### src/rtl/window_scheduler.sv
// window_scheduler: slices a base stream into overlapping windows and sequences one
// window_hasher per window (reset, start, wait for done), then offers the captured
// sketch downstream over a valid/ready handshake.
module window_scheduler #(
    parameter int unsigned SKETCH_SIZE    = 16,
    parameter int unsigned NUM_OF_BUCKETS = 256,
    parameter int unsigned WINDOW_SIZE    = 128,
    parameter int unsigned STRIDE         = 64,
    parameter int unsigned INDEX_WIDTH    = 16,
    localparam int unsigned EntryW        = $clog2(NUM_OF_BUCKETS)
) (
    input  logic                                 clk,
    input  logic                                 reset_window_scheduler,
    input  logic [1:0]                           base_in,
    input  logic                                 base_valid,
    input  logic                                 base_last,
    output logic                                 base_ready,
    output logic [WINDOW_SIZE-1:0][1:0]          window,
    output logic                                 reset_window_hasher,
    output logic                                 ready_for_hashing,
    input  logic [SKETCH_SIZE-1:0][EntryW-1:0]   hashed_sketch,
    input  logic                                 hashing_is_done,
    output logic [SKETCH_SIZE-1:0][EntryW-1:0]   sketch_out,
    output logic                                 sketch_valid,
    input  logic                                 sketch_ready,
    output logic                                 sketch_last,
    output logic [INDEX_WIDTH-1:0]               window_index,
    output logic                                 tail_dropped
);

    localparam int unsigned CntW = $clog2(WINDOW_SIZE + 1);

    localparam logic [CntW-1:0]        WinCnt    = CntW'(WINDOW_SIZE);
    localparam logic [CntW-1:0]        StrideCnt = CntW'(STRIDE);
    localparam logic [CntW-1:0]        CntOne    = CntW'(1);
    localparam logic [INDEX_WIDTH-1:0] IdxOne    = INDEX_WIDTH'(1);

    localparam logic [2:0] StFill     = 3'd0;
    localparam logic [2:0] StHashRst  = 3'd1;
    localparam logic [2:0] StHashGo   = 3'd2;
    localparam logic [2:0] StHashWait = 3'd3;
    localparam logic [2:0] StEmit     = 3'd4;

    logic [2:0]                         state_q, state_d;
    logic [CntW-1:0]                    fill_cnt_q, fill_cnt_d;
    logic                               have_window_q, have_window_d;
    logic                               last_pending_q, last_pending_d;
    logic [INDEX_WIDTH-1:0]             window_index_q, window_index_d;
    logic [WINDOW_SIZE-1:0][1:0]        window_q, window_d;
    logic [SKETCH_SIZE-1:0][EntryW-1:0] sketch_q, sketch_d;
    logic                               tail_dropped_q, tail_dropped_d;

    logic [CntW-1:0] fill_next;
    logic            trigger;

    // Count includes the base being accepted; first window needs a full load,
    // later ones only STRIDE fresh bases.
    assign fill_next = fill_cnt_q + CntOne;
    assign trigger   = have_window_q ? (fill_next == StrideCnt) : (fill_next == WinCnt);

    // Next-state logic for the sequencing FSM and its datapath registers
    always_comb begin
        state_d        = state_q;
        fill_cnt_d     = fill_cnt_q;
        have_window_d  = have_window_q;
        last_pending_d = last_pending_q;
        window_index_d = window_index_q;
        window_d       = window_q;
        sketch_d       = sketch_q;
        tail_dropped_d = 1'b0;

        case (state_q)
            StFill: begin
                if (base_valid) begin
                    window_d = {base_in, window_q[WINDOW_SIZE-1:1]};
                    if (trigger) begin
                        fill_cnt_d     = '0;
                        have_window_d  = 1'b1;
                        last_pending_d = base_last;
                        state_d        = StHashRst;
                    end else if (base_last) begin
                        // Read ended mid-window: discard the partial and start afresh
                        tail_dropped_d = 1'b1;
                        fill_cnt_d     = '0;
                        have_window_d  = 1'b0;
                        window_index_d = '0;
                    end else begin
                        fill_cnt_d = fill_next;
                    end
                end
            end
            StHashRst: state_d = StHashGo;
            StHashGo:  state_d = StHashWait;
            StHashWait: begin
                if (hashing_is_done) begin
                    sketch_d = hashed_sketch;
                    state_d  = StEmit;
                end
            end
            StEmit: begin
                if (sketch_ready) begin
                    if (last_pending_q) begin
                        window_index_d = '0;
                        have_window_d  = 1'b0;
                        last_pending_d = 1'b0;
                    end else begin
                        window_index_d = window_index_q + IdxOne;
                    end
                    state_d = StFill;
                end
            end
            default: state_d = StFill;
        endcase
    end

    // State registers with asynchronous reset
    always_ff @(posedge clk or posedge reset_window_scheduler) begin
        if (reset_window_scheduler) begin
            state_q        <= StFill;
            fill_cnt_q     <= '0;
            have_window_q  <= 1'b0;
            last_pending_q <= 1'b0;
            window_index_q <= '0;
            window_q       <= '0;
            sketch_q       <= '0;
            tail_dropped_q <= 1'b0;
        end else begin
            state_q        <= state_d;
            fill_cnt_q     <= fill_cnt_d;
            have_window_q  <= have_window_d;
            last_pending_q <= last_pending_d;
            window_index_q <= window_index_d;
            window_q       <= window_d;
            sketch_q       <= sketch_d;
            tail_dropped_q <= tail_dropped_d;
        end
    end

    // Outputs decoded from state; hasher stays in reset while we are
    always_comb begin
        base_ready          = (state_q == StFill) && !reset_window_scheduler;
        reset_window_hasher = reset_window_scheduler || (state_q == StHashRst);
        ready_for_hashing   = (state_q == StHashGo);
        sketch_valid        = (state_q == StEmit);
        sketch_last         = (state_q == StEmit) && last_pending_q;
        sketch_out          = sketch_q;
        window              = window_q;
        window_index        = window_index_q;
        tail_dropped        = tail_dropped_q;
    end

endmodule

### config.mk
export PLATFORM = sky130hd
export DESIGN_NAME = window_scheduler
export DESIGN_NICKNAME = d
export VERILOG_FILES = /design/src/rtl/window_scheduler.sv
export SDC_FILE = /design/constraint.sdc
export NUM_CORES = 1
export LEC_CHECK = 0
export ABC_CLOCK_PERIOD_IN_PS = 15900
export CORE_AREA = 3 3 209 211
export CTS_CLUSTER_SIZE = 10
export DETAILED_ROUTE_END_ITERATION = 6
export DIE_AREA = 0 0 212 214
export PLACE_DENSITY = 0.68
export SLEW_MARGIN = 20
export SYNTH_ARGS = -nofsm -noshare
export SYNTH_HDL_FRONTEND = slang
export SYNTH_SLANG_ARGS = --single-unit
### constraint.sdc
create_clock -name clk -period 15.9 [get_ports clk]
set_input_delay 3.18 -clock clk [delete_from_list [all_inputs] [get_ports clk]]
set_output_delay 3.18 -clock clk [all_outputs]
set_load 0.02 [all_outputs]
==> results of run 1 <==
metal layers:
metal / vias to the layer above / wire length (um)
li1: 5974 / -
met1: 6138 / 17980
met5: - / 0
met3: 72 / 4267
met4: 0 / 1412
met2: 425 / 23010
Yosys cell counts (2+ instances only):
| library cell | n | area [sq um] |
|---|---|---|
| dfrtp_1 | 414 | 10360 |
| nor2_1 | 11 | 41.29 |
| o211ai_2 | 3 | 37.54 |
| o21bai_1 | 2 | 15.01 |
| mux2i_1 | 2 | 20.02 |
| nand3_1 | 8 | 40.04 |
| a21oi_1 | 5 | 25.02 |
| or3_1 | 7 | 43.79 |
| a31oi_1 | 11 | 68.82 |
| nand2_1 | 791 | 2969 |
| and3_1 | 3 | 18.77 |
| ha_1 | 3 | 37.54 |
| o21ai_0 | 16 | 80.08 |
| or4_1 | 3 | 22.52 |
| inv_1 | 22 | 82.58 |
| nand2b_1 | 2 | 12.51 |
| clkbuf_1 | 73 | 274.0 |
| mux2_2 | 130 | 1464 |
| nor3_1 | 21 | 105.1 |
| buf_2 | 2 | 10.01 |
| o21ai_2 | 6 | 52.55 |
| o211ai_1 | 3 | 22.52 |
| buf_1 | 4 | 15.01 |
per-stage QoR:
step	util (%)	power (mW)	hold slack, ns	instance area [sq um]	worst slack [ns]
final	55.44	3.626	0.4714	23260	7.524
after global routing	55.44	3.808	0.5053	23260	7.300
after CTS	55.37	3.673	0.4737	23220	7.471
after detailed placement	52.28	2.689	0.4610	21930	7.471
after global placement	52.28	2.662	0.4573	21930	7.468
after floorplan	-	2.088	0.5205	16050	2.286
where the power goes:
| part | internal (mW) | total [mW] | switching, mW |
|---|---|---|---|
| logic | 0.586 | 1.25 | 0.663 |
| clock network | 0.553 | 0.958 | 0.405 |
| registers | 1.27 | 1.42 | 0.146 |
flip-flops by register name, indices dropped and copies added, names as in the netlist:
name and cells:
window 256, state_q 3, tail_dropped 1, sketch_out 128
fill_cnt_q 8, window_index 16, have_window_q 1, last_pending_q 1
worst min-delay path, stage by stage (launching register included):
cell	delay [ns]
dfrtp_1	0.33
nand2_1	0.05
nand2_1	0.06
final timing paths:
check | startpoint | to | slack, ns | cells after the start
setup / recovery | reset_window_scheduler | reset_window_hasher | 7.52 | 4
hold / removal | window[1] | window[1] | 0.47 | 2
setup reg to reg | state_q[2] | window_index[12] | 12.68 | 5
hold reg to reg | window[1] | window[1] | 0.47 | 2
max in group asynchronous | reset_window_scheduler | window[1] | 10.65 | 4
min in group asynchronous | reset_window_scheduler | window_index[13] | 3.10 | 2
logic make-up after synthesis:
logic type               after synthesis  synth area share (%)
multiplexers                         133                 9.390
AND/OR/NAND/NOR                      857                 20.83
adder cells (fa/ha/maj)                3                0.2340
XOR/XNOR                               1               0.05460
AO/OA/AOI/OAI                         56                 2.465
buffers and inverters                102                 2.449
flip-flops                           414                 64.58
area by class of cell:
class                   count  area share (%)
multi-input cells        1050           22.79
flip-flops and latches    414           44.55
clock buffers              58           5.461
repair buffers            551           23.82
well taps                 539           2.900
clock inverters             3          0.1130
inverters                  22          0.3712
==> impl_metrics.json, run 1 <==
{
  "postCtsHoldBufs": 0,
  "coreArea_sq_mm": 0.04195,
  "synthesis.nets": 1705,
  "htreeDepth": 2,
  "cts_tree": "yes",
  "clock_latency_ns": 0.57,
  "die_area_sq_mm": 0.04537,
  "path_buf_inv": 3,
  "maxSlewHeadroom_pct": 28.67,
  "grt_pass1_wl_um": 72880,
  "hold_viol": 0,
  "critPathKind": "primary input to output pin",
  "via_per_inst": 4.782,
  "setup_tns_ns": 0,
  "grtUsageMet1_pct": 23.67,
  "final_max_slew_viol_count": 0,
  "met2_usage_pct": 34.46,
  "avgRoutedWirePerCell_um": 17.70,
  "cellPowerDensity_mw_per_mm2": 155.9,
  "vias": 12609,
  "die_y_um": 214,
  "routed_wl_um": 46670,
  "async_flop_share_pct": 100.0,
  "cp_top_family": "buffers and inverters",
  "required_ns": 12.72,
  "start_util_pct": 38.25,
  "crit_fanout": 32,
  "multi_input_area_sq_mm": 0.005300,
  "tightestPinTransition_ns": 1.070,
  "hpwl_um": 32230,
  "postCtsSetupRepairBufs": 0,
  "status": "finished clean",
  "cts_root_buffer": "clkbuf_16",
  "dp.cells": 2575,
  "port_buffers": 541,
  "diodes": 0,
  "ys_ff_latch": 414,
  "rows": 75,
  "min_period_over_period_pct": 52.68,
  "cap_violations": 0,
  "hold_path.class": "flop to flop",
  "p_leak_nw": 11.14,
  "layout-drive-gt1-share_pct": 10.15,
  "overflow": 0,
  "cts_buffers": 48,
  "finish.net_count": 2226,
  "layout.cells.non_filler": 2637,
  "cp_common_cell": "clkdlybuf4s50_1",
  "first_pass_iters": 5,
  "synth-seq-area-share_pct": 64.58,
  "yosysWarnings": 0,
  "final_cell_mix": "790 x nand2_1, 541 x clkdlybuf4s50_1, 414 x dfrtp_1, 130 x mux2_2, 49 x clkbuf_16",
  "grt_max_degree": 171,
  "grt_pass1_vias": 12794,
  "avgSynthCellArea_sq_um": 10.24,
  "final_common_cell": "nand2_1",
  "top_usage_layer": "met2",
  "setup_viol": 0,
  "ff_latch_area_sq_mm": 0.01036,
  "cts_sinks": 414,
  "fillers": 3588,
  "clkTransAtPathRegs_ns": 0.05,
  "crit_path_cell_trace": "clkdlybuf4s50_1, clkinvlp_4, o31ai_1, clkdlybuf4s50_1",
  "ir_worst_vdd_v": 0.0001311,
  "rsz0062_at_grt": "false",
  "synth_cells": 1566,
  "cp_slowest_stage_delay_ns": 0.65,
  "cp-start-kind": "primary input",
  "drcViolationCount": 0,
  "netlist_area_sq_mm": 0.01604,
  "io_pins": 542,
  "grt_util_all_layers_pct": 20.27,
  "cp.arrival_ns": 5.20,
  "synth_edf_count": 0,
  "crit_path_top_delay_cell": "clkdlybuf4s50_1",
  "fin_skew_ns": 0.01519,
  "use_met3_pct": 7.059,
  "synth_flop_cell": "dfrtp_1",
  "gp_congestion": 0.8208,
  "antenna_left": 0,
  "cts-resized-gates": 0,
  "cts_buffer_depth": 3,
  "min_period_ns": 8.376,
  "initialDrtViolationCount": 789,
  "endpoint_kind": "output pin",
  "die_w_um": 212,
  "ys_types": 47,
  "area_growth_pct": 44.96,
  "antenna_found_initial": 0,
  "clock.fmax_ghz": 0.1194
}
Power figures use the tool's default switching activity.
==> inputs of run 2 (changes only) <==
--- a/config.mk
+++ b/config.mk
@@ -5,7 +5,7 @@
 export SDC_FILE = /design/constraint.sdc
 export NUM_CORES = 1
 export LEC_CHECK = 0
-export ABC_CLOCK_PERIOD_IN_PS = 15900
+export ABC_CLOCK_PERIOD_IN_PS = 8100
 export CORE_AREA = 3 3 209 211
 export CTS_CLUSTER_SIZE = 10
 export DETAILED_ROUTE_END_ITERATION = 6
==> constraint.sdc (replaced) <==
create_clock -name clk -period 8.1 [get_ports clk]
set_input_delay 1.62 -clock clk [delete_from_list [all_inputs] [get_ports clk]]
set_output_delay 1.62 -clock clk [all_outputs]
set_load 0.02 [all_outputs]
==> run 2 against run 1 <==
Net effect:
- sequential share of layout area is essentially flat
- hold slack gained 0.0065 ns
- power grew 96%
- design area is essentially flat
- register-to-register slack lost 7.8 ns
- critical path type unchanged
- critical endpoint unchanged
- largest power group unchanged
==> impl_metrics.json, run 2 (synthesis results as in run 1) <==
{
  "clock.fmax_ghz": 0.1983,
  "gp_congestion": 0.7972,
  "crit_path_cell_trace": "clkdlybuf4s50_1, clkinvlp_4, o31ai_1, clkdlybuf4s50_1",
  "grt_max_degree": 174,
  "postCtsSetupRepairBufs": 0,
  "cp_common_cell": "clkdlybuf4s50_1",
  "crit_fanout": 21,
  "largest_reg_flops": 256,
  "endpoint_kind": "output pin",
  "crit_path_top_delay_cell": "clkdlybuf4s50_1",
  "required_ns": 6.48,
  "cp-start-kind": "primary input",
  "min_period_ns": 5.042,
  "hold_path.class": "flop to flop",
  "p_leak_nw": 11.14,
  "finish.net_count": 2226,
  "fin_ws_ns": 3.058,
  "critPathKind": "primary input to output pin",
  "post-place-ws_ns": 2.517,
  "hpwl_um": 32490,
  "maxSlewHeadroom_pct": 27.09,
  "start_util_pct": 38.25,
  "status": "finished clean",
  "grt_pass1_wl_um": 73090,
  "cp_slowest_stage_delay_ns": 0.65,
  "rsz0062_at_grt": "false",
  "cts_sinks": 414,
  "tightestPinTransition_ns": 1.094,
  "antenna_found_initial": 0,
  "postCtsHoldBufs": 0,
  "power_mw": 7.102,
  "cts_tree": "yes",
  "final_cell_mix": "790 x nand2_1, 541 x clkdlybuf4s50_1, 414 x dfrtp_1, 130 x mux2_2, 49 x clkbuf_16",
  "initialDrtViolationCount": 802,
  "htreeDepth": 2,
  "coreArea_sq_mm": 0.04195,
  "cts_buffers": 48,
  "diodes": 0,
  "layout-drive-gt1-share_pct": 10.20,
  "die_area_sq_mm": 0.04537,
  "cellPowerDensity_mw_per_mm2": 305.4,
  "cts_buffer_depth": 3,
  "vias": 12456,
  "area_growth_pct": 44.95,
  "setup_viol": 0,
  "overflow": 0,
  "drcViolationCount": 0,
  "cts_root_buffer": "clkbuf_16",
  "ir_worst_vdd_v": 0.0002137,
  "fin_skew_ns": 0.01360,
  "cap_violations": 0,
  "via_per_inst": 4.724,
  "routed_wl_um": 46150,
  "hold_viol": 0,
  "first_pass_iters": 4,
  "port_buffers": 541,
  "clkTransAtPathRegs_ns": 0.05,
  "avgRoutedWirePerCell_um": 17.50,
  "die_w_um": 212,
  "final_max_slew_viol_count": 0,
  "rows": 75,
  "antenna_left": 0,
  "cp_top_family": "buffers and inverters",
  "grt_util_all_layers_pct": 20.25,
  "path_buf_inv": 3,
  "io_pins": 542,
  "min_period_over_period_pct": 62.25,
  "clock_latency_ns": 0.56,
  "final_common_cell": "nand2_1",
  "grt_pass1_vias": 12794,
  "cp.arrival_ns": 3.42,
  "setup_tns_ns": 0,
  "die_y_um": 214,
  "cts-resized-gates": 0
}
==> run 2: cell types whose count changed in the layout (fill, tap and decap cells not counted), sizes merged <==
cell | before | now
clkinv | 1 | 0
clkinvlp | 1 | 2
==> run 2: path summary, 6_finish.rpt <==
check,start,cells after the start,slack (ns),to
setup reg to reg,state_q[2],5,4.87,window_index[12]
setup / recovery,reset_window_scheduler,4,3.06,reset_window_hasher
hold / removal,window[1],2,0.48,window[1]
max in group asynchronous,reset_window_scheduler,5,3.80,sketch_out[10]
min in group asynchronous,reset_window_scheduler,2,1.47,window[135]
hold reg to reg,window[1],2,0.48,window[1]
==> run 2: final cells by class <==
type | count | area, sq um
Fill cell | 3658 | 18690
Sequential cell | 414 | 10360
Tap cell | 539 | 674.4
Clock inverter | 3 | 25.02
Clock buffer | 58 | 1280
Multi-Input combinational cell | 1050 | 5300
Timing Repair Buffer | 551 | 5528
Inverter | 22 | 86.33
==> run 2: where the power goes <==
group / switching (mW) / total (mW) / leakage, nW / internal, mW
registers: 0.289 / 2.79 / 5.47 / 2.50
logic: 1.29 / 2.43 / 5.03 / 1.14
clock network: 0.789 / 1.88 / 0.636 / 1.09
total: 2.37 / 7.10 / 11.1 / 4.74
==> run 2: metal layers <==
metal  GRT usage, %  up-vias  part of all wire [%]
met1          24.11     5987                    39
li1               -     5992                     -
met3          7.381       73                   9.1
met5              0        -                     0
met4          7.077        0                   3.0
met2          33.82      404                    49
==> run 2: tightest hold or removal path: stages (launching register included) <==
cell	delay (ns)
dfrtp_1	0.34
nand2_1	0.05
nand2_1	0.05
==> run 2: stage by stage <==
stage | hold WS [ns] | std cells | utilization (%) | cell area, sq um
final | 0.4780 | 2637 | 55.44 | 23250
after global routing | 0.5144 | 2637 | 55.44 | 23250
after CTS | 0.4780 | 2636 | 55.39 | 23230
after detailed placement | 0.4645 | 2575 | 52.28 | 21930
after global placement | 0.4566 | 2575 | 52.28 | 21930
after floorplan | 0.5205 | 1566 | - | 16050
==> inputs of run 3 (changes only) <==
--- a/config.mk
+++ b/config.mk
@@ -5,7 +5,7 @@
 export SDC_FILE = /design/constraint.sdc
 export NUM_CORES = 1
 export LEC_CHECK = 0
-export ABC_CLOCK_PERIOD_IN_PS = 8100
+export ABC_CLOCK_PERIOD_IN_PS = 5200
 export CORE_AREA = 3 3 209 211
 export CTS_CLUSTER_SIZE = 10
 export DETAILED_ROUTE_END_ITERATION = 6
==> constraint.sdc (replaced) <==
create_clock -name clk -period 5.2 [get_ports clk]
set_input_delay 1.04 -clock clk [delete_from_list [all_inputs] [get_ports clk]]
set_output_delay 1.04 -clock clk [all_outputs]
set_load 0.02 [all_outputs]
==> run 3 against run 2 <==
Net effect:
- die area is the same
- first-iteration DRC count rose by 15%
- hold slack improved by 0.0031 ns
- power up 56%
- final cell count rose by 0.11%
- utilization rose by 0.10 points
- clock power up 56%
- wire length is 1.6% higher
- combinational power increased by 58%
- register-to-register slack lost 2.9 ns
- critical path type unchanged
- largest power group unchanged
- highest routed layer unchanged
==> impl_metrics.json, run 3 (synthesis results as in run 1) <==
{
  "grt_max_degree": 179,
  "path_buf_inv": 3,
  "coreArea_sq_mm": 0.04195,
  "layout-drive-gt1-share_pct": 10.19,
  "critPathKind": "primary input to output pin",
  "power_switching_mw": 3.721,
  "cp_common_cell": "clkdlybuf4s50_1",
  "setup_viol": 0,
  "final_max_slew_viol_count": 0,
  "antenna_left": 0,
  "clkTransAtPathRegs_ns": 0.05,
  "antenna_found_initial": 0,
  "avgRoutedWirePerCell_um": 17.76,
  "endpoint_kind": "output pin",
  "required_ns": 4.16,
  "power_frac_comb_pct": 34.5,
  "hold_viol": 0,
  "crit_path_cell_trace": "clkdlybuf4s50_1, clkinvlp_4, o31ai_1, clkdlybuf4s50_1",
  "cts_buffers": 48,
  "die_area_sq_mm": 0.04537,
  "fin_ws_ns": 1.777,
  "p_sw_share_pct": 33.51,
  "final_cell_mix": "790 x nand2_1, 541 x clkdlybuf4s50_1, 414 x dfrtp_1, 130 x mux2_2, 49 x clkbuf_16",
  "final_core_util_pct": 55.54,
  "min_period_over_period_pct": 65.82,
  "postCtsHoldBufs": 0,
  "htreeDepth": 2,
  "fin_skew_ns": 0.02553,
  "cts_tree": "yes",
  "hpwl_um": 32840,
  "drcViolationCount": 0,
  "cts-resized-gates": 0,
  "final_common_cell": "nand2_1",
  "die_y_um": 214,
  "cp_top_family": "buffers and inverters",
  "cp.arrival_ns": 2.38,
  "ir_worst_vdd_v": 0.0004445,
  "internal_power_mw": 7.383,
  "cp_slowest_stage_delay_ns": 0.65,
  "initialDrtViolationCount": 923,
  "routed_wl_um": 46900,
  "start_util_pct": 38.25,
  "via_per_inst": 4.809,
  "diodes": 0,
  "p_leak_nw": 11.16,
  "area_growth_pct": 45.22,
  "grt_util_all_layers_pct": 20.52,
  "rows": 75,
  "cp-start-kind": "primary input",
  "cap_violations": 0,
  "cts_buffer_depth": 3,
  "io_pins": 542,
  "first_pass_iters": 5,
  "overflow": 0,
  "cts_root_buffer": "clkbuf_16",
  "crit_fanout": 2,
  "hold_path.class": "flop to flop",
  "post-place-ws_ns": 1.780,
  "vias": 12695,
  "cellPowerDensity_mw_per_mm2": 476.6,
  "grt_pass1_vias": 13124,
  "port_buffers": 541,
  "finish.net_count": 2227,
  "clock.fmax_ghz": 0.2922,
  "maxSlewHeadroom_pct": 29.17,
  "postCtsSetupRepairBufs": 0,
  "cts_sinks": 414,
  "tightestPinTransition_ns": 1.062,
  "rrSetupSlack_ns": 1.96,
  "status": "finished clean",
  "rsz0062_at_grt": "false",
  "grt_pass1_wl_um": 74230,
  "die_w_um": 212,
  "crit_path_top_delay_cell": "clkdlybuf4s50_1",
  "p_seq_share_pct": 39.1,
  "gp_congestion": 0.8382,
  "largest_reg_flops": 256,
  "pwr-share-clk_pct": 26.4,
  "holdWs_ns": 0.4811,
  "clock_latency_ns": 0.58,
  "min_period_ns": 3.423
}
-- run 3: cell count changes in the layout (fill, tap and decap cells not counted) --
cell,delta
clkbuf_1,+3
buf_4,-3
clkinv_2,+2
clkbuf_8,-2
clkinvlp_4,-1
buf_12,+4
-- run 3: worst paths after layout --
kind	startpoint	endpoint	cells past startpoint
min	window[1]	window[1]	2
min in group asynchronous	reset_window_scheduler	sketch_out[124]	3
min reg2reg	window[1]	window[1]	2
max in group asynchronous	reset_window_scheduler	sketch_out[78]	4
max reg2reg	state_q[2]	window_index[12]	5
max	reset_window_scheduler	reset_window_hasher	4
-- run 3: power by group through the flow --
| stage | clock [mW] | sequential, mW | combinational [mW] |
|---|---|---|---|
| floorplan | 0 | 5.08 | 1.31 |
| CTS | 3.02 | 4.34 | 3.88 |
| global placement | 0 | 4.35 | 3.82 |
| finish | 2.93 | 4.34 | 3.84 |
| detailed placement | 0 | 4.39 | 3.86 |
| global route | 3.15 | 4.44 | 4.08 |
-- run 3: through the flow --
step | instance area [sq um] | TNS (ns) | cells | total power [mW]
3_3_place_gp | 22010 | 0 | 2577 | 8.166
2_1_floorplan | 16050 | -596.49 | 1566 | 6.384
3_5_place_dp | 22010 | 0 | 2577 | 8.256
4_1_cts | 23300 | 0 | 2640 | 11.25
6_report | 23300 | 0 | 2640 | 11.10
5_1_grt | 23300 | 0 | 2640 | 11.68
-- run 3: worst reg2reg max path: stages (launching register included) --
cell	delay, ns
dfrtp_1	0.49
or3b_2	0.56
nor2_1	0.78
nand2_1	0.61
or4_1	0.65
o211ai_2	0.08
-- run 3: cell type report --
type / instances / area (sq um)
clock buffer: 59 / 1264
clock inverter: 4 / 27.53
fill: 3619 / 18650
inverter: 22 / 86.33
multi-input combinational: 1050 / 5300
sequential: 414 / 10360
tap: 539 / 674.4
timing repair buffer: 552 / 5585
-- run 3: routing by layer --
metal	global-route usage (%)	up-vias	wire length, um
li1	-	5970	-
met1	23.58	6205	17810
met2	34.85	436	23040
met3	8.245	84	4530
met4	6.787	0	1514
met5	0	-	0
